$ cat src/rtl/mux_stream_pkg.sv
// rtl/mux_stream_pkg.sv - shared FSM state type and mode constants for mux_nx1_stream
package mux_stream_pkg;

  typedef enum logic [1:0] {
    IDLE  = 2'd0,
    RUN   = 2'd1,
    STALL = 2'd2
  } state_t;

  localparam logic MODE_MANUAL = 1'b0;
  localparam logic MODE_SCAN   = 1'b1;

endpackage

$ cat src/rtl/mux_nx1_comb.sv
// rtl/mux_nx1_comb.sv - combinational N_CH:1 selector of DW-bit channels, tree of 2:1 stages
module mux_nx1_comb #(
  parameter  int N_CH  = 8,
  parameter  int DW    = 1,
  localparam int SEL_W = $clog2(N_CH)
) (
  input  logic [N_CH*DW-1:0] data_i,
  input  logic [SEL_W-1:0]   sel_i,
  output logic [DW-1:0]      data_o
);

  // Leaves are padded to a power of two; padding leaves read as zero so
  // out-of-range indices select 0.
  localparam int N_LEAF = 1 << SEL_W;

  logic [DW-1:0] leaf [N_LEAF];

  for (genvar k = 0; k < N_LEAF; k++) begin : g_leaf
    if (k < N_CH) begin : g_real
      assign leaf[k] = data_i[k*DW +: DW];
    end else begin : g_pad
      assign leaf[k] = '0;
    end
  end

  // Reduce level by level: stage d pairs adjacent nodes and picks one with sel bit d.
  always_comb begin
    logic [DW-1:0] lvl [N_LEAF];
    for (int k = 0; k < N_LEAF; k++) begin
      lvl[k] = leaf[k];
    end
    for (int d = 0; d < SEL_W; d++) begin
      for (int j = 0; j < (N_LEAF >> (d + 1)); j++) begin
        lvl[j] = sel_i[d] ? lvl[2*j+1] : lvl[2*j];
      end
    end
    data_o = lvl[0];
  end

endmodule

$ cat src/rtl/mux_nx1_stream.sv
// rtl/mux_nx1_stream.sv - N-channel registered stream mux with scan/manual select; option MUX_STREAM_PARITY_EN adds out_par
module mux_nx1_stream
  import mux_stream_pkg::*;
#(
  parameter  int N_CH  = 8,
  parameter  int DW    = 1,
  localparam int SEL_W = $clog2(N_CH)
) (
  input  logic               clk,
  input  logic               rst,
  input  logic               en,
  input  logic               mode,
  input  logic [SEL_W-1:0]   sel_in,
  input  logic               sel_load,
  input  logic [N_CH*DW-1:0] data_in,
  output logic               out_valid,
  input  logic               out_ready,
  output logic [DW-1:0]      out_data,
  output logic [SEL_W-1:0]   out_ch
`ifdef MUX_STREAM_PARITY_EN
  ,
  output logic               out_par
`endif
);

  state_t           state_q, state_d;
  logic [SEL_W-1:0] ptr_q, ptr_d;
  logic [DW-1:0]    data_q, data_d;
  logic [SEL_W-1:0] ch_q, ch_d;
  logic [DW-1:0]    sel_data;
  logic             capture;

  mux_nx1_comb #(
    .N_CH (N_CH),
    .DW   (DW)
  ) u_sel (
    .data_i (data_in),
    .sel_i  (ptr_q),
    .data_o (sel_data)
  );

  // Handshake FSM: decide whether this edge captures a new sample and where to go next.
  always_comb begin
    state_d = state_q;
    capture = 1'b0;
    case (state_q)
      IDLE: begin
        if (en) begin
          capture = 1'b1;
          state_d = RUN;
        end
      end
      RUN, STALL: begin
        if (out_ready) begin
          if (en) begin
            capture = 1'b1;
            state_d = RUN;
          end else begin
            state_d = IDLE;
          end
        end else begin
          state_d = STALL;
        end
      end
      default: state_d = IDLE;
    endcase
  end

  // Pointer names the channel of the next capture; a valid sel_load beats a scan advance.
  always_comb begin
    ptr_d = ptr_q;
    if (sel_load && (int'(sel_in) < N_CH)) begin
      ptr_d = sel_in;
    end else if (capture && (mode == MODE_SCAN)) begin
      ptr_d = (ptr_q == SEL_W'(N_CH - 1)) ? '0 : ptr_q + 1'b1;
    end
  end

  // Output stage loads only on capture, so held data stays frozen while stalled.
  always_comb begin
    data_d = data_q;
    ch_d   = ch_q;
    if (capture) begin
      data_d = sel_data;
      ch_d   = ptr_q;
    end
  end

  // State, pointer and output registers with synchronous reset.
  always_ff @(posedge clk) begin
    if (rst) begin
      state_q <= IDLE;
      ptr_q   <= '0;
      data_q  <= '0;
      ch_q    <= '0;
    end else begin
      state_q <= state_d;
      ptr_q   <= ptr_d;
      data_q  <= data_d;
      ch_q    <= ch_d;
    end
  end

  assign out_valid = (state_q != IDLE);
  assign out_data  = data_q;
  assign out_ch    = ch_q;

`ifdef MUX_STREAM_PARITY_EN
  logic par_q;

  // Parity bit registered alongside the sample it describes.
  always_ff @(posedge clk) begin
    if (rst) begin
      par_q <= 1'b0;
    end else if (capture) begin
      par_q <= ^sel_data;
    end
  end

  assign out_par = par_q;
`endif

endmodule

$ cat config.mk
export PLATFORM = sky130hd
export DESIGN_NAME = mux_nx1_stream
export DESIGN_NICKNAME = d
export VERILOG_FILES = /design/src/rtl/mux_stream_pkg.sv /design/src/rtl/mux_nx1_comb.sv /design/src/rtl/mux_nx1_stream.sv
export SDC_FILE = /design/constraint.sdc
export NUM_CORES = 1
export LEC_CHECK = 0
export ABC_AREA = 1
export CAP_MARGIN = 20
export CELL_PAD_IN_SITES_DETAIL_PLACEMENT = 0
export CELL_PAD_IN_SITES_GLOBAL_PLACEMENT = 1
export CORE_MARGIN = 8
export CORE_UTILIZATION = 27
export DETAILED_ROUTE_END_ITERATION = 7
export GPL_ROUTABILITY_DRIVEN = 1
export PLACE_DENSITY_LB_ADDON = 0.1
export SLEW_MARGIN = 5
export SYNTH_ARGS = -nofsm -noshare
export SYNTH_HDL_FRONTEND = slang
export SYNTH_SLANG_ARGS = --single-unit
$ cat constraint.sdc
create_clock -name clk -period 1.4 [get_ports clk]
set_input_delay 0.35 -clock clk [delete_from_list [all_inputs] [get_ports clk]]
set_output_delay 0.35 -clock clk [all_outputs]
set_load 0.005 [all_outputs]
**Word level (Yosys, flattened, before mapping)**

Index checks and enable logic that the tools add are counted.

- Logic and storage cells: 31
- Bits in read-only memories: 0
- Memories: 0
- Latch bits: 0
- Memory bits (writable): 0
- Output and inout bits: 5
- Input port bits: 17
- Flip-flop bits (word level): 9

- Muxes and demuxes: 17
- Order comparisons: 0
- Shift-type cells: 0
- Multiply operators: 0
- Reduce and logical (&&, ||, !) cells: 5
- Bitwise logic cells: 0
- Divide/modulo/power cells: 0
- Equality and inequality tests: 4
- Add/subtract/negate cells: 1

Operator list:

| operator | number |
|---|---|
| 1-bit two-way mux | 10 |
| 3-bit two-way mux | 3 |
| 2-bit two-way mux | 2 |
| 2-bit one-hot mux with 2 select lines | 1 |
| 2-bit nonzero test | 2 |
| 3-bit by 1-bit adder with 3-bit output (second input constant) | 1 |
| 3-bit equality test (second input constant) | 1 |
| 2-bit by 1-bit equality test with 1-bit output (second input constant) | 1 |
| 2-bit equality test (second input constant) | 1 |
| 2-bit logical NOT | 1 |
| 2-bit != test (second input constant) | 1 |
| 1-bit one-hot mux with 2 select lines | 1 |
| 2-bit OR reduction | 1 |
| 1-bit logical AND | 1 |

**Longest topological paths before layout**

- Word-level depth: 6
- Mapped depth: 10
- Mapped depth without buffers: 10

**Hierarchy**

A second synthesis with hierarchy kept.

- Cells, all modules: 94
- Area, all modules: 594.3 µm²

Modules (own cells, without submodules):

| module | times used | cells an instance | seq. area each (µm²) | area an instance (µm²) |
|---|---|---|---|---|
| mux_nx1_stream | 1 | 66 | 180.2 | 484.2 |
| mux_nx1_comb | 1 | 28 | 0.0 | 110.1 |

**Worst setup path after synthesis**

OpenSTA, ideal clock, no wires.

- Path kind: register to register
- Start: register state_q[0]
- End: register ptr_q[1]
- Stages on the path, launching flop included: 9
- Library setup time: 116 ps
- Arrival time: 1143 ps
- Setup slack: 141 ps
- Data required time: 1284 ps
- Path buffers: 0
- Clock period less this slack: 1259 ps
- Cell sequence: dfxtp_1 inv_1 ha_1 nand2_1 nand2_1 nand3_1 nand2_1 o21ai_0 nor2_1

- Cells in the longest elaborated chain, start to end: 5
- Elaborated cells on any way between the ends: 7
- Classes of those cells: eq/ne (2); mux (1); reduce/logical (4)

RTL lines:

| element | RTL line | RTL |
|---|---|---|
| from (decl) | mux_nx1_stream.sv:26 | `state_t state_q, state_d;` |
| from (signal assigned) | mux_nx1_stream.sv:97 | `state_q <= state_d;` |
| 2-bit by 1-bit equality test with 1-bit output or 2-bit equality test (tied branches) | mux_nx1_stream.sv:46 | `case (state_q)` |
| 2-bit OR reduction | mux_nx1_stream.sv:46 |  |
| 1-bit one-hot mux with 2 select lines (*) | mux_nx1_stream.sv:46 |  |
| 1-bit logical AND (*) | mux_nx1_stream.sv:74 | `end else if (capture && (mode == MODE_SCAN)) begin` |
| 2-bit nonzero test (no line) (*) | n/a |  |
| to (signal assigned) | mux_nx1_stream.sv:98 | `ptr_q <= ptr_d;` |
| to (decl) | mux_nx1_stream.sv:27 | `logic [SEL_W-1:0] ptr_q, ptr_d;` |

Every way passes the cells marked *; elsewhere a longest branch is shown, timed or not.
A chain may end at the register's enable or synchronous reset.

**Final worst setup path**

- Start: register state_q[1]
- End: output out_valid

- Cells in the longest elaborated chain, start to end: 1

RTL lines:

| element | RTL line | RTL |
|---|---|---|
| 2-bit nonzero test | mux_nx1_stream.sv:104 | `assign out_valid = (state_q != IDLE);` |
| to (decl) | mux_nx1_stream.sv:16 | `output logic out_valid,` |

Every way passes these cells.

==> summary.md <==
| Metric | Value |
|---|---|
| Top cell type's share of synthesized area | `0.3172` |
| Top post-synthesis cells by area | `dfxtp_1 (32%), nand2_1 (15%), inv_1 (11%)` |
| Commonest non-fill, non-tap cell in the layout | `nand2_1` |
| DRC viols | `0` |
| Fin. max-slew vios | `0` |
| Path category of the worst min-delay check | `reg2reg` |
| DR WL/cell | `9.480 um` |
| Fin area | `908.4 um2` |
| Die Y-Extent | `61.87 um` |
| Post-synthesis cell area | `568.0 um2` |
| Layout Utilization | `0.4583` |
| Synth Warn # | `0` |
| Most frequent cells in the layout | `nand2_1 (21), inv_1 (17), clkdlybuf4s50_1 (16)` |
| CTS buffer count | `3` |
| Setup crit end kind | `primary output` |
| Placer Congestion | `0.7718` |
| Least-Margin Pin Slew | `0.2210 ns` |
| Fill count | `220` |
| Reg-to-Reg Start | `state_q[1]$_SDFFE_PP0P_` |
| Slew headroom | `0.8525` |
| Congestion Overflow GR | `0` |
| CTS root buffer | `clkbuf_4` |
| Vias after detailed routing | `620` |
| Half-perimeter wire length after detailed placement | `1.187 mm` |
| H-tree depth | `1` |
| Setup violations, final | `0` |
| Startpoint types | `flop` |
| Vias per cell | `4.189` |
| Syn_area_per_cell | `6.383 um2` |
| Syn Nets | `110` |
| Clock slew seen by the registers of the worst setup and hold paths | `0.06 ns` |
| Clock latency at the later pin of the worst-skew pair | `0.26 ns` |
| Arr. time, crit path | `0.94 ns` |
| Largest net degree at the start of global routing | `8` |
| Worst Path Max Fanout | `2` |
| Post-route ant nets | `0` |
| First-pass GRT wire length | `2.463 mm` |
| Setup crit start | `state_q[1]$_SDFFE_PP0P_` |
| Fin Setup TNS | `0 ns` |
| Initial Utilization | `0.2866` |
| Die X | `61.87 um` |
| Mapped Cells | `89` |
| Worst EP required | `1.05 ns` |
| Library cells used by synthesis | `15` |
| Total clock sinks | `9` |
| Outcome | `finished, final reports clean` |
| DRT Pass-1 Iters | `4` |
| #FFs+latches synth | `9` |
| I/O pins | `22` |
| Synth area leader | `dfxtp_1` |
| Maximum clock frequency | `776.8 MHz` |
| CTS tree | `done` |
| Lkg Pwr | `0.0004731 uW` |
| Pwr dens | `803.0 mW/mm2` |
| Total power | `729.4 uW` |
| WS Path Type | `reg2out` |
| Number of port buffers | `21` |
| RSZ-0062 raised after global routing | `no` |
| DRT iter0 DRCs | `8` |
| Placed inst area | `857.1 um2` |
| Layout cells sized above 1 | `0.2066` |
| Die ar. | `0.003827 mm2` |
| Endpoints failing hold | `0` |
| # diodes | `0` |
| Maximum VDD drop | `640.2 uV` |
| DRT Wirelength | `1.403 mm` |
| Tot GR Track Use | `0.08567` |
| Worst Hold Launch | `out_ch[2]$_SDFFE_PP0P_` |
| Seq/Total Area, Yosys | `0.3172` |
| Initial antenna violation count | `0` |
| Clk_skew | `0.006295 ns` |
| Period minus WS final | `1.287 ns` |
| Core Rows | `16` |
| NumNets Final | `143` |
| Core Region | `0.001982 mm2` |
| Vias in the first global route | `611` |
| Worst-case clock buffer depth | `2` |
| Final critical-path share of the clock period | `0.9195` |
| Area grow syn2layout | `59.91%` |
| Max Cap Viol | `0` |
==> synth_stat cells (all sizes together) <==
master / count
nand2: 24
inv: 20
nor2: 10
dfxtp: 9
nand3: 7
a21oi: 6
o21ai: 6
ha: 4
clkinv: 1
nand3b: 1
nor3: 1
==> power by group <==
| part | leakage [uW] | internal, uW | switching [uW] | total [uW] |
|---|---|---|---|---|
| Clock | 0.0000150 | 110 | 86.9 | 197 |
| Combinational | 0.000383 | 127 | 108 | 235 |
| Sequential | 0.0000751 | 281 | 17.4 | 298 |
| Total | 0.000473 | 517 | 212 | 729 |
==> path summary, 6_finish.rpt <==
| check | to | slack [ns] | cells past startpoint |
|---|---|---|---|
| max | out_valid | 0.11 | 4 |
| max reg2reg | out_data$_SDFFE_PP0P_ | 0.12 | 10 |
| min | out_ch[2]$_SDFFE_PP0P_ | 0.49 | 2 |
| min reg2reg | out_ch[2]$_SDFFE_PP0P_ | 0.49 | 2 |
==> sequential cells by signal, summed over array words and instances (netlist names) <==
name,cells
out_ch,3
out_data,1
ptr_q,3
state_q,2
==> worst max-delay path: stages, from the launching register on <==
cell     delay [ns]
dfxtp_2        0.32
inv_1          0.06
ha_4           0.15
inv_2          0.04
buf_2          0.10
==> repair_timing <==
item,in CTS,in global routing
buffers inserted,0,1
pin swaps,0,3
gates cloned,0,0
resized for setup,9,7
endpoints found under the setup margin,5,7
hold buffers,0,0
==> final cells by class <==
| type | instances | area (um2) | share of cell area |
|---|---|---|---|
| sequential | 9 | 182.7 | 0.2011 |
| clock buffer | 4 | 26.28 | 0.02893 |
| tap | 27 | 33.78 | 0.03719 |
| timing repair buffer | 28 | 252.7 | 0.2782 |
| multi-input combinational | 59 | 332.8 | 0.3664 |
| inverter | 21 | 80.08 | 0.08815 |
==> per-stage QoR <==
step / setup WS, ns / std cells / hold WS, ns
after floorplan: 0.1412 / 89 / 0.4191
after global placement: -0.1000 / 143 / 0.4810
after detailed placement: -0.1231 / 143 / 0.4897
after CTS: 0.003154 / 147 / 0.4994
after global routing: 0.003884 / 148 / 0.5245
final: 0.1126 / 148 / 0.4915
==> kinds of logic (layout without fill, tap and decap cells) <==
group / Yosys count / in the layout / share of synthesized area
fa+ha+maj: 4 / 4 / 0.08811
buf+inv: 21 / 53 / 0.1410
flops: 9 / 9 / 0.3172
compound gates: 12 / 12 / 0.1057
simple gates: 43 / 43 / 0.3480
==> metal layers <==
metal  GRT usage  vias up  wire length (um)  share of wire
met5           0        -                 0              0
met4     0.02922        0                10         0.0071
met3     0.03909        2               103          0.073
met2      0.1403       14               637           0.45
met1     0.09557      267               652           0.46
li1            -      337                 -              -
Note: power is estimated with default switching activity, not from simulation.
